$ cat src/rtl/time_counter.sv
// -----------------------------------------------------------------------------
// time_counter
//
// BCD time-of-day counter feeding the hourly chime and the seven-segment
// driver. Counts seconds, minutes and hours on a one-cycle 1 Hz enable and
// offers a two-key set mode (mode_key / inc_key) for hours and minutes.
// Every output comes straight from a register, so it only moves on a
// div_clk rising edge.
//
// Optional feature macro: TWELVE_HOUR_EN
//   undefined : 24 h counting, pm held at 0.
//   defined   : 12 h counting (12, 01 .. 11), pm toggles at 11 -> 12.
//
// Ports
//   div_clk    in   1  block clock
//   rst_n      in   1  synchronous active-low reset
//   sec_en     in   1  one-cycle count enable (nominally 1 Hz)
//   mode_key   in   1  one-cycle pulse: RUN -> SET_HOUR -> SET_MIN -> RUN
//   inc_key    in   1  one-cycle pulse: increment the field being set
//   secL..hourH out 4  BCD time digits
//   mode       out  2  00 RUN, 01 SET_HOUR, 10 SET_MIN
//   hour_tick  out  1  one-cycle pulse after a RUN count reaches xx:00:00
//   pm         out  1  afternoon flag (12 h build only, else 0)
// -----------------------------------------------------------------------------
module time_counter #(
    parameter logic [3:0] RST_HOURH = 4'd0,
    parameter logic [3:0] RST_HOURL = 4'd0,
    parameter logic [3:0] RST_MINH  = 4'd0,
    parameter logic [3:0] RST_MINL  = 4'd0
) (
    input  logic       div_clk,
    input  logic       rst_n,
    input  logic       sec_en,
    input  logic       mode_key,
    input  logic       inc_key,
    output logic [3:0] secL,
    output logic [3:0] secH,
    output logic [3:0] minL,
    output logic [3:0] minH,
    output logic [3:0] hourL,
    output logic [3:0] hourH,
    output logic [1:0] mode,
    output logic       hour_tick,
    output logic       pm
);

    typedef enum logic [1:0] {
        ST_RUN      = 2'b00,
        ST_SET_HOUR = 2'b01,
        ST_SET_MIN  = 2'b10,
        ST_BAD      = 2'b11
    } state_t;

`ifdef TWELVE_HOUR_EN
    localparam logic [7:0] RST_HOUR = 8'h12;
`else
    localparam logic [7:0] RST_HOUR = {RST_HOURH, RST_HOURL};
`endif
    localparam logic [7:0] RST_MIN = {RST_MINH, RST_MINL};

    // Two-digit BCD fields, tens digit in [7:4], units digit in [3:0].
    state_t     r_state;
    logic [7:0] r_sec;
    logic [7:0] r_min;
    logic [7:0] r_hour;
    logic       r_tick;

    state_t     w_state_nxt;
    logic [7:0] w_sec_nxt;
    logic [7:0] w_min_nxt;
    logic [7:0] w_hour_nxt;
    logic       w_tick_nxt;

`ifdef TWELVE_HOUR_EN
    logic       r_pm;
    logic       w_pm_nxt;
`endif

    // 00..59 BCD increment with wrap; shared by seconds and minutes.
    function automatic logic [7:0] f_inc_sixty(input logic [7:0] v);
        logic [7:0] r;
        if (v == 8'h59)
            r = 8'h00;
        else if (v[3:0] == 4'd9)
            r = {v[7:4] + 4'd1, 4'd0};
        else
            r = {v[7:4], v[3:0] + 4'd1};
        return r;
    endfunction

    // Hour BCD increment: 00..23 or 12,01..11 depending on the build.
    function automatic logic [7:0] f_inc_hour(input logic [7:0] v);
        logic [7:0] r;
`ifdef TWELVE_HOUR_EN
        if (v == 8'h12)
            r = 8'h01;
`else
        if (v == 8'h23)
            r = 8'h00;
`endif
        else if (v[3:0] == 4'd9)
            r = {v[7:4] + 4'd1, 4'd0};
        else
            r = {v[7:4], v[3:0] + 4'd1};
        return r;
    endfunction

    // Next-state and next-time logic. Within one edge mode_key wins over
    // inc_key, which wins over sec_en; only the winning action applies.
    always_comb begin
        w_state_nxt = r_state;
        w_sec_nxt   = r_sec;
        w_min_nxt   = r_min;
        w_hour_nxt  = r_hour;
        w_tick_nxt  = 1'b0;
`ifdef TWELVE_HOUR_EN
        w_pm_nxt    = r_pm;
`endif
        case (r_state)
            ST_RUN: begin
                if (mode_key) begin
                    // Seconds are zeroed on entry so the edit resumes at :00.
                    w_state_nxt = ST_SET_HOUR;
                    w_sec_nxt   = 8'h00;
                end else if (sec_en) begin
                    w_sec_nxt = f_inc_sixty(r_sec);
                    if (r_sec == 8'h59) begin
                        w_min_nxt = f_inc_sixty(r_min);
                        if (r_min == 8'h59) begin
                            w_hour_nxt = f_inc_hour(r_hour);
                            w_tick_nxt = 1'b1;
`ifdef TWELVE_HOUR_EN
                            if (r_hour == 8'h11)
                                w_pm_nxt = ~r_pm;
`endif
                        end
                    end
                end
            end
            ST_SET_HOUR: begin
                if (mode_key) begin
                    w_state_nxt = ST_SET_MIN;
                end else if (inc_key) begin
                    w_hour_nxt = f_inc_hour(r_hour);
`ifdef TWELVE_HOUR_EN
                    if (r_hour == 8'h11)
                        w_pm_nxt = ~r_pm;
`endif
                end
            end
            ST_SET_MIN: begin
                if (mode_key) begin
                    w_state_nxt = ST_RUN;
                    w_sec_nxt   = 8'h00;
                end else if (inc_key) begin
                    // Minute edit wraps without carrying into the hour.
                    w_min_nxt = f_inc_sixty(r_min);
                end
            end
            default: begin
                // Unreachable encoding: fall back to RUN, keep the time.
                w_state_nxt = ST_RUN;
            end
        endcase
    end

    always_ff @(posedge div_clk) begin
        if (!rst_n) begin
            r_state <= ST_RUN;
            r_sec   <= 8'h00;
            r_min   <= RST_MIN;
            r_hour  <= RST_HOUR;
            r_tick  <= 1'b0;
        end else begin
            r_state <= w_state_nxt;
            r_sec   <= w_sec_nxt;
            r_min   <= w_min_nxt;
            r_hour  <= w_hour_nxt;
            r_tick  <= w_tick_nxt;
        end
    end

`ifdef TWELVE_HOUR_EN
    always_ff @(posedge div_clk) begin
        if (!rst_n)
            r_pm <= 1'b0;
        else
            r_pm <= w_pm_nxt;
    end
    assign pm = r_pm;
`else
    assign pm = 1'b0;
`endif

    assign secL      = r_sec[3:0];
    assign secH      = r_sec[7:4];
    assign minL      = r_min[3:0];
    assign minH      = r_min[7:4];
    assign hourL     = r_hour[3:0];
    assign hourH     = r_hour[7:4];
    assign mode      = r_state;
    assign hour_tick = r_tick;

endmodule
$ cat config.mk
export PLATFORM = sky130hd
export DESIGN_NAME = time_counter
export DESIGN_NICKNAME = d
export VERILOG_FILES = /design/src/rtl/time_counter.sv
export SDC_FILE = /design/constraint.sdc
export NUM_CORES = 1
export LEC_CHECK = 0
export ABC_AREA = 1
export CORE_ASPECT_RATIO = 0.5
export CORE_MARGIN = 2
export CORE_UTILIZATION = 45
export CTS_CLUSTER_SIZE = 10
export DETAILED_ROUTE_END_ITERATION = 12
export GPL_ROUTABILITY_DRIVEN = 0
export GPL_TIMING_DRIVEN = 0
export PLACE_DENSITY = 0.74
export RECOVER_POWER = 50
export SLEW_MARGIN = 20
export SYNTH_ARGS = -nofsm -noshare
export SYNTH_HDL_FRONTEND = slang
export SYNTH_SLANG_ARGS = --single-unit
$ cat constraint.sdc
create_clock -name div_clk -period 1.5 [get_ports div_clk]
set_input_delay 0.15 -clock div_clk [delete_from_list [all_inputs] [get_ports div_clk]]
set_output_delay 0.15 -clock div_clk [all_outputs]
set_load 0.02 [all_outputs]
==> results of run 1 <==
timing repair:
item                                    CTS  global route
endpoints found under the setup margin   21            30
cloned                                    1             0
pin swaps                                 0            15
gates resized for setup                  11            59
setup buffers                             2             7
cell type report:
| cell class | count | share of cell area |
|---|---|---|
| multi-input combinational | 173 | 0.498 |
| sequential | 27 | 0.244 |
| buffer | 3 | 0.00651 |
| clock buffer | 4 | 0.0195 |
| tap | 51 | 0.0277 |
| inverter | 36 | 0.0607 |
| timing repair buffer | 40 | 0.144 |
metal layers:
layer | track usage | wire length, µm | up-vias
met4 | 0.0567 | 96 | 0
met3 | 0.0510 | 223 | 10
met1 | 0.245 | 1830 | 762
met2 | 0.289 | 1930 | 46
met5 | 0 | 0 | -
li1 | - | - | 847
worst max-delay path: cells and delay by family (launching register included):
family	cells	cell delay, ns
simple gates	5	0.60
flops	1	0.34
buf+inv	2	0.19
compound gates	1	0.18
fa+ha+maj	1	0.13
cell families after synthesis:
| logic type | Yosys count | synth area share |
|---|---|---|
| AO/OA/AOI/OAI | 29 | 0.0981 |
| XOR/XNOR | 7 | 0.0373 |
| adder cells (fa/ha/maj) | 12 | 0.0913 |
| buffers and inverters | 39 | 0.0913 |
| flip-flops | 27 | 0.329 |
| other | 1 | 0.00228 |
| AND/OR/NAND/NOR | 123 | 0.351 |
worst min path at each step:
stage                           to     start  depth (start not counted)
final                     r_sec[5]  r_sec[5]                          2
after CTS                 r_sec[5]  r_sec[5]                          2
after global routing      r_sec[5]  r_sec[5]                          2
after detailed placement  r_sec[5]  r_sec[5]                          2
after global placement    r_sec[0]  r_sec[0]                          2
after floorplan            mode[1]  mode_key                          1
cell usage after synthesis:
| library cell | number |
|---|---|
| nand4_1 | 4 |
| nand2_2 | 3 |
| a21oi_2 | 2 |
| a2111oi_0 | 1 |
| or2_2 | 2 |
| nor2_2 | 2 |
| a21oi_1 | 12 |
| o22ai_1 | 1 |
| o21ai_0 | 3 |
| nand2_4 | 3 |
| o21ai_1 | 9 |
| ha_1 | 12 |
| inv_2 | 4 |
| nor2_1 | 33 |
| buf_4 | 1 |
| conb_1 | 1 |
| dfxtp_1 | 27 |
| inv_1 | 32 |
| clkbuf_1 | 2 |
| xor2_1 | 6 |
| o2111ai_1 | 1 |
| nand2_1 | 50 |
| nor3_1 | 2 |
| nand3b_2 | 1 |
| nand3_1 | 18 |
| nor2_4 | 2 |
| nand3_2 | 3 |
| xnor2_1 | 1 |
power by group:
part           total, W  internal, W  leakage (nW)  switching, W
sequential     0.000773     0.000737         0.224     0.0000362
clock          0.000421     0.000191        0.0228      0.000230
combinational  0.000309     0.000119         0.791      0.000191
total           0.00150      0.00105          1.04      0.000457
metrics by stage:
step                cells   util
floorplan             238      -
finish                334  0.665
CTS                   327  0.605
global route          334  0.665
detailed placement    320  0.582
global placement      320  0.582
flip-flops by register name (all words and copies together) (netlist names):
register and flops:
r_sec 8, r_min 8, hour_tick 1, mode 2, r_hour 8
==> flow_summary_export.csv, run 1 <==
group,metric,value,unit
timing,slew_violations,0,
detailed_routing,first_iter_violations,60,
run,drv_cap,0,
detailed_routing,drtPass1Iterations,4,
setup_path,required,1.70,ns
logic_synthesis,synthDominantCellAreaShare,0.329,
logic_synthesis,netlist_instances,238,
setup_path,max_stage_delay,0.34,ns
cts,clk_pin_slew,0.10,ns
logic_synthesis,ys_seq_elements,27,
timing,worst_pin_slew,0.547,ns
detailed_routing,vias_per_cell,4.99,
floorplan,initial_core_util,0.474,
cts,clockRootBuffer,"clkbuf_8",
placed_design,numPortBuffers,31,
floorplan,core-area,3470,µm²
floorplan,dieArea,4190,µm²
placed_design,dp_hpwl,2660,µm
global_routing,grt_overflow,0,
setup_path,worst_r2r_path_depth,9,
layout,layout_common_cells,"nand2_1 (42), nor2_1 (31), inv_1 (29)",
pwr,power_density,651,nW/µm²
global_routing,grt_first_pass_wirelength,5760,µm
floorplan,die_h,46.8,µm
layout,multi_input_area,1150,µm²
worst_hold_path,min_path_type,"register to register",
logic_synthesis,yosysWarningCount,0,
global_routing,antenna_found_initial,0,
detailed_routing,drt-total-wl,4080,µm
setup_path,startpoint,"r_sec[1]",
logic_synthesis,synthesis.area,1650,µm²
cts,cts_buffers,3,
cts,clk_path_buf_depth,2,
detailed_routing,vias,1665,
timing,setup_violations,1,
setup_path,r2r-start,"r_sec[1]",
timing,timing.final.crit_share,1.01,
layout,ff_latch_area,563,µm²
outcome,status,"complete, but fails checks",
layout,design_area,2310,µm²
floorplan,die_x,89.5,µm
setup_path,crit_chain,"inv_2 > ha_4 > nand2_4 > nor2_4 > nand3_4 > nand2_8 > buf_4 > nand4_1 > a21oi_1",
pwr,vdd_drop_max,0.000318,V
setup_path,cp_max_fo,5,
pwr,total_power,0.00150,W
detailed_routing,route.antenna.remaining_nets,0,
cts,cts-htree-levels,1,
global_routing,grt_usage,0.182,
cts,cts_tree,"built",
timing,worst_slack,-0.0204,ns
logic_synthesis,yosysSeqAreaShare,0.329,
timing,rsz0062_at_grt,"yes",
setup_path,r2r_setup_slack,-0.02,ns
placed_design,placedInstanceArea,2020,µm²
layout,diodes,0,
timing,holdWs,0.507,ns
setup_path,slowest_stage,"dfxtp_2",
cts,clock_latency,0.28,ns
detailed_routing,routedWlPerCell,12.2,µm
setup_path,arrival,1.72,ns
outcome,failed_checks,"negative setup slack",
setup_path,cp-start-kind,"register",
placed_design,pre_cts_ws,-0.189,ns
setup_path,critical_path_class,"register to register",
cts,postCtsHoldBufs,0,
global_routing,grt_pass1_vias,1315,
layout,mostFrequentLayoutCell,"nand2_1",
logic_synthesis,synthesis.nets,255,
detailed_routing,drcViolationCount,0,
timing,fin_tns_setup,-0.0204,ns
setup_path,r2r_end,"r_min[2]",
timing,max_freq,658,MHz
layout,drive_above_1_share,0.240,
floorplan,row_count,15,
logic_synthesis,syn_avg_cell_area,6.91,µm²
timing,hold_viol,0,
setup_path,cp-end-kind,"register",
timing,layout_min_cycle_time,1.52,ns
logic_synthesis,netlist_top_cells_area,"dfxtp_1 (33%), nand2_1 (11%), ha_1 (9.1%), nor2_1 (7.5%), inv_1 (7.3%)",
layout,area_growth,40.2,%
timing,max-slew-margin-rel,0.635,
global_routing,grt_max_degree,15,
logic_synthesis,synth_area_leader_cell,"dfxtp_1",
setup_path,endpoint,"r_min[2]",
logic_synthesis,synth_cell_type_count,28,
layout,fillers,296,
timing,skew,0.00657,ns
floorplan,ioPinCount,33,
layout,fin_nets,301,
cts,numClockSinks,27,
pwr,power_leakage,1.04,nW
No activity file was read; power rests on OpenSTA's default activity.
==> run 2, diff against run 1 <==
--- a/config.mk
+++ b/config.mk
@@ -13,6 +13,7 @@
 export DETAILED_ROUTE_END_ITERATION = 12
 export GPL_ROUTABILITY_DRIVEN = 0
 export GPL_TIMING_DRIVEN = 0
+export MAX_ROUTING_LAYER = met4
 export PLACE_DENSITY = 0.74
 export RECOVER_POWER = 50
 export SLEW_MARGIN = 20
==> run 2 against run 1 <==
Against the previous run:
- the run still ends with negative setup slack left
- worst hold slack is essentially flat
- total power increased by 0.19%
- via count decreased by 1.0%
- die area unchanged
- sequential power about the same
- critical endpoint unchanged
- largest cell class unchanged
==> flow_summary_export.csv, run 2 (synthesized netlist as in run 1, its figures left out) <==
group,metric,value,unit
setup_path,max_stage_delay,0.34,ns
pwr,vdd_drop_max,0.000318,V
layout,final_util,0.665,
setup_path,crit_family,"simple AND/OR/NAND/NOR gates",
timing,slew_violations,0,
floorplan,ioPinCount,33,
detailed_routing,routedWlPerCell,12.2,µm
placed_design,numPortBuffers,31,
placed_design,dp_hpwl,2660,µm
cts,clock_latency,0.28,ns
placed_design,place_inst,320,
cts,numClockSinks,27,
global_routing,grt_pass1_vias,1312,
detailed_routing,drcViolationCount,0,
detailed_routing,vias,1648,
layout,fillers,296,
floorplan,dieArea,4190,µm²
pwr,power_switching,0.000460,W
pwr,power_leakage,1.04,nW
layout,area_growth,40.2,%
setup_path,endpoint,"r_min[2]",
timing,rsz0062_at_grt,"yes",
cts,postCtsHoldBufs,0,
floorplan,die_x,89.5,µm
layout,finalNonFillerCells,334,
setup_path,r2r_setup_slack,-0.02,ns
pwr,pwr-share-comb,0.205,
layout,reg.largest.list,"r_hour: 8 flops, r_min: 8 flops, r_sec: 8 flops",
setup_path,cp_max_fo,5,
detailed_routing,first_iter_violations,68,
cts,cts-htree-levels,1,
pwr,clock_power_share,0.282,
worst_hold_path,whs_path_depth,2,
setup_path,r2r-start,"r_sec[1]",
layout,ff_latch_area,563,µm²
setup_path,cp-start-kind,"register",
floorplan,die_h,46.8,µm
pwr,power_frac_seq,0.513,
floorplan,initial_core_util,0.474,
layout,layout_common_cells,"nand2_1 (42), nor2_1 (31), inv_1 (29)",
detailed_routing,route.antenna.remaining_nets,0,
layout,drive_above_1_share,0.240,
outcome,status,"complete, but fails checks",
timing,max_freq,659,MHz
timing,timing.final.crit_share,1.01,
timing,worst_slack,-0.0181,ns
run,drv_cap,0,
timing,setup_violations,1,
timing,skew,0.00835,ns
cts,clockRootBuffer,"clkbuf_8",
cts,cts_buffers,3,
detailed_routing,vias_per_cell,4.93,
setup_path,slowest_stage,"dfxtp_2",
detailed_routing,drtPass1Iterations,4,
global_routing,antenna_found_initial,0,
worst_hold_path,min_path_type,"register to register",
pwr,internal-power,0.00105,W
floorplan,core-area,3470,µm²
global_routing,grt_usage,0.188,
setup_path,required,1.71,ns
floorplan,row_count,15,
cts,clk_pin_slew,0.10,ns
setup_path,worst-path-buf-inv,2,
outcome,failed_checks,"negative setup slack",
setup_path,cp-end-kind,"register",
layout,fin_nets,301,
setup_path,arrival,1.72,ns
placed_design,pre_cts_ws,-0.189,ns
layout,multi_input_area,1150,µm²
setup_path,crit_chain,"inv_2 > ha_4 > nand2_4 > nor2_4 > nand3_4 > nand2_8 > buf_4 > nand4_1 > a21oi_1",
timing,fin_tns_setup,-0.0181,ns
setup_path,r2r_end,"r_min[2]",
timing,layout_min_cycle_time,1.52,ns
setup_path,critical_path_class,"register to register",
setup_path,startpoint,"r_sec[1]",
layout,mostFrequentLayoutCell,"nand2_1",
timing,max-slew-margin-rel,0.617,
setup_path,worst_r2r_path_depth,9,
global_routing,grt_max_degree,15,
timing,hold_viol,0,
layout,diodes,0,
timing,worst_pin_slew,0.574,ns
cts,clk_path_buf_depth,2,
global_routing,grt_first_pass_wirelength,5750,µm
global_routing,grt_overflow,0,
cts,cts_tree,"built",
pwr,switching_share,0.305,
detailed_routing,drt-total-wl,4090,µm
pwr,power_density,653,nW/µm²
setup_path,cp.depth,9,
run 2: cell counts in the layout (fill, tap and decap cells not counted):
No cell type changed its count.
run 2: what timing repair did:
action                     CTS  global route
setup buffers                2             7
gates resized for setup     11            59
hold endpoints to repair     0             0
pin swaps                    0            15
setup endpoints to repair   21            30
gates cloned                 1             0
run 2: worst register-to-register path, stage by stage, from the launching register on:
cell	delay (ns)
dfxtp_2	0.34
inv_2	0.07
ha_4	0.13
nand2_4	0.05
nor2_4	0.16
nand3_4	0.14
nand2_8	0.16
buf_4	0.13
nand4_1	0.10
a21oi_1	0.18
run 2: power groups by stage:
stage / combinational [W] / sequential (W) / clock, W
3_5_place_dp: 0.000237 / 0.000783 / 0
5_1_grt: 0.000338 / 0.000777 / 0.000459
4_1_cts: 0.000245 / 0.000767 / 0.000432
2_1_floorplan: 0.000133 / 0.000801 / 0
3_3_place_gp: 0.000233 / 0.000781 / 0
6_report: 0.000309 / 0.000773 / 0.000424
run 2: metrics by stage:
stage	total power, W	cell area (µm²)	hold slack [ns]
final	0.00151	2310	0.507
after global routing	0.00157	2310	0.539
after detailed placement	0.00102	2020	0.496
after global placement	0.00101	2020	0.487
after floorplan	0.000935	1650	0.266
after CTS	0.00144	2100	0.513
run 2: layout make-up:
class                           count  area share
Timing Repair Buffer               40       0.144
Tap cell                           51      0.0277
Multi-Input combinational cell    173       0.498
Inverter                           36      0.0607
Buffer                              3     0.00651
Clock buffer                        4      0.0195
Sequential cell                    27       0.244
run 2: worst min path at each step:
stage	from	end	slack (ns)
after floorplan	mode_key	mode[1]	0.27
after global placement	r_sec[0]	r_sec[0]	0.49
after detailed placement	r_sec[5]	r_sec[5]	0.50
after CTS	r_sec[5]	r_sec[5]	0.51
after global routing	r_sec[5]	r_sec[5]	0.54
final	r_sec[5]	r_sec[5]	0.51
run 2: metal layers:
layer / part of all wire / vias to the layer above / track usage
met2: 0.48 / 30 / 0.289
met3: 0.033 / 8 / 0.0510
met1: 0.47 / 764 / 0.245
met5: 0 / - / -
met4: 0.015 / 0 / 0.0567
li1: - / 846 / -
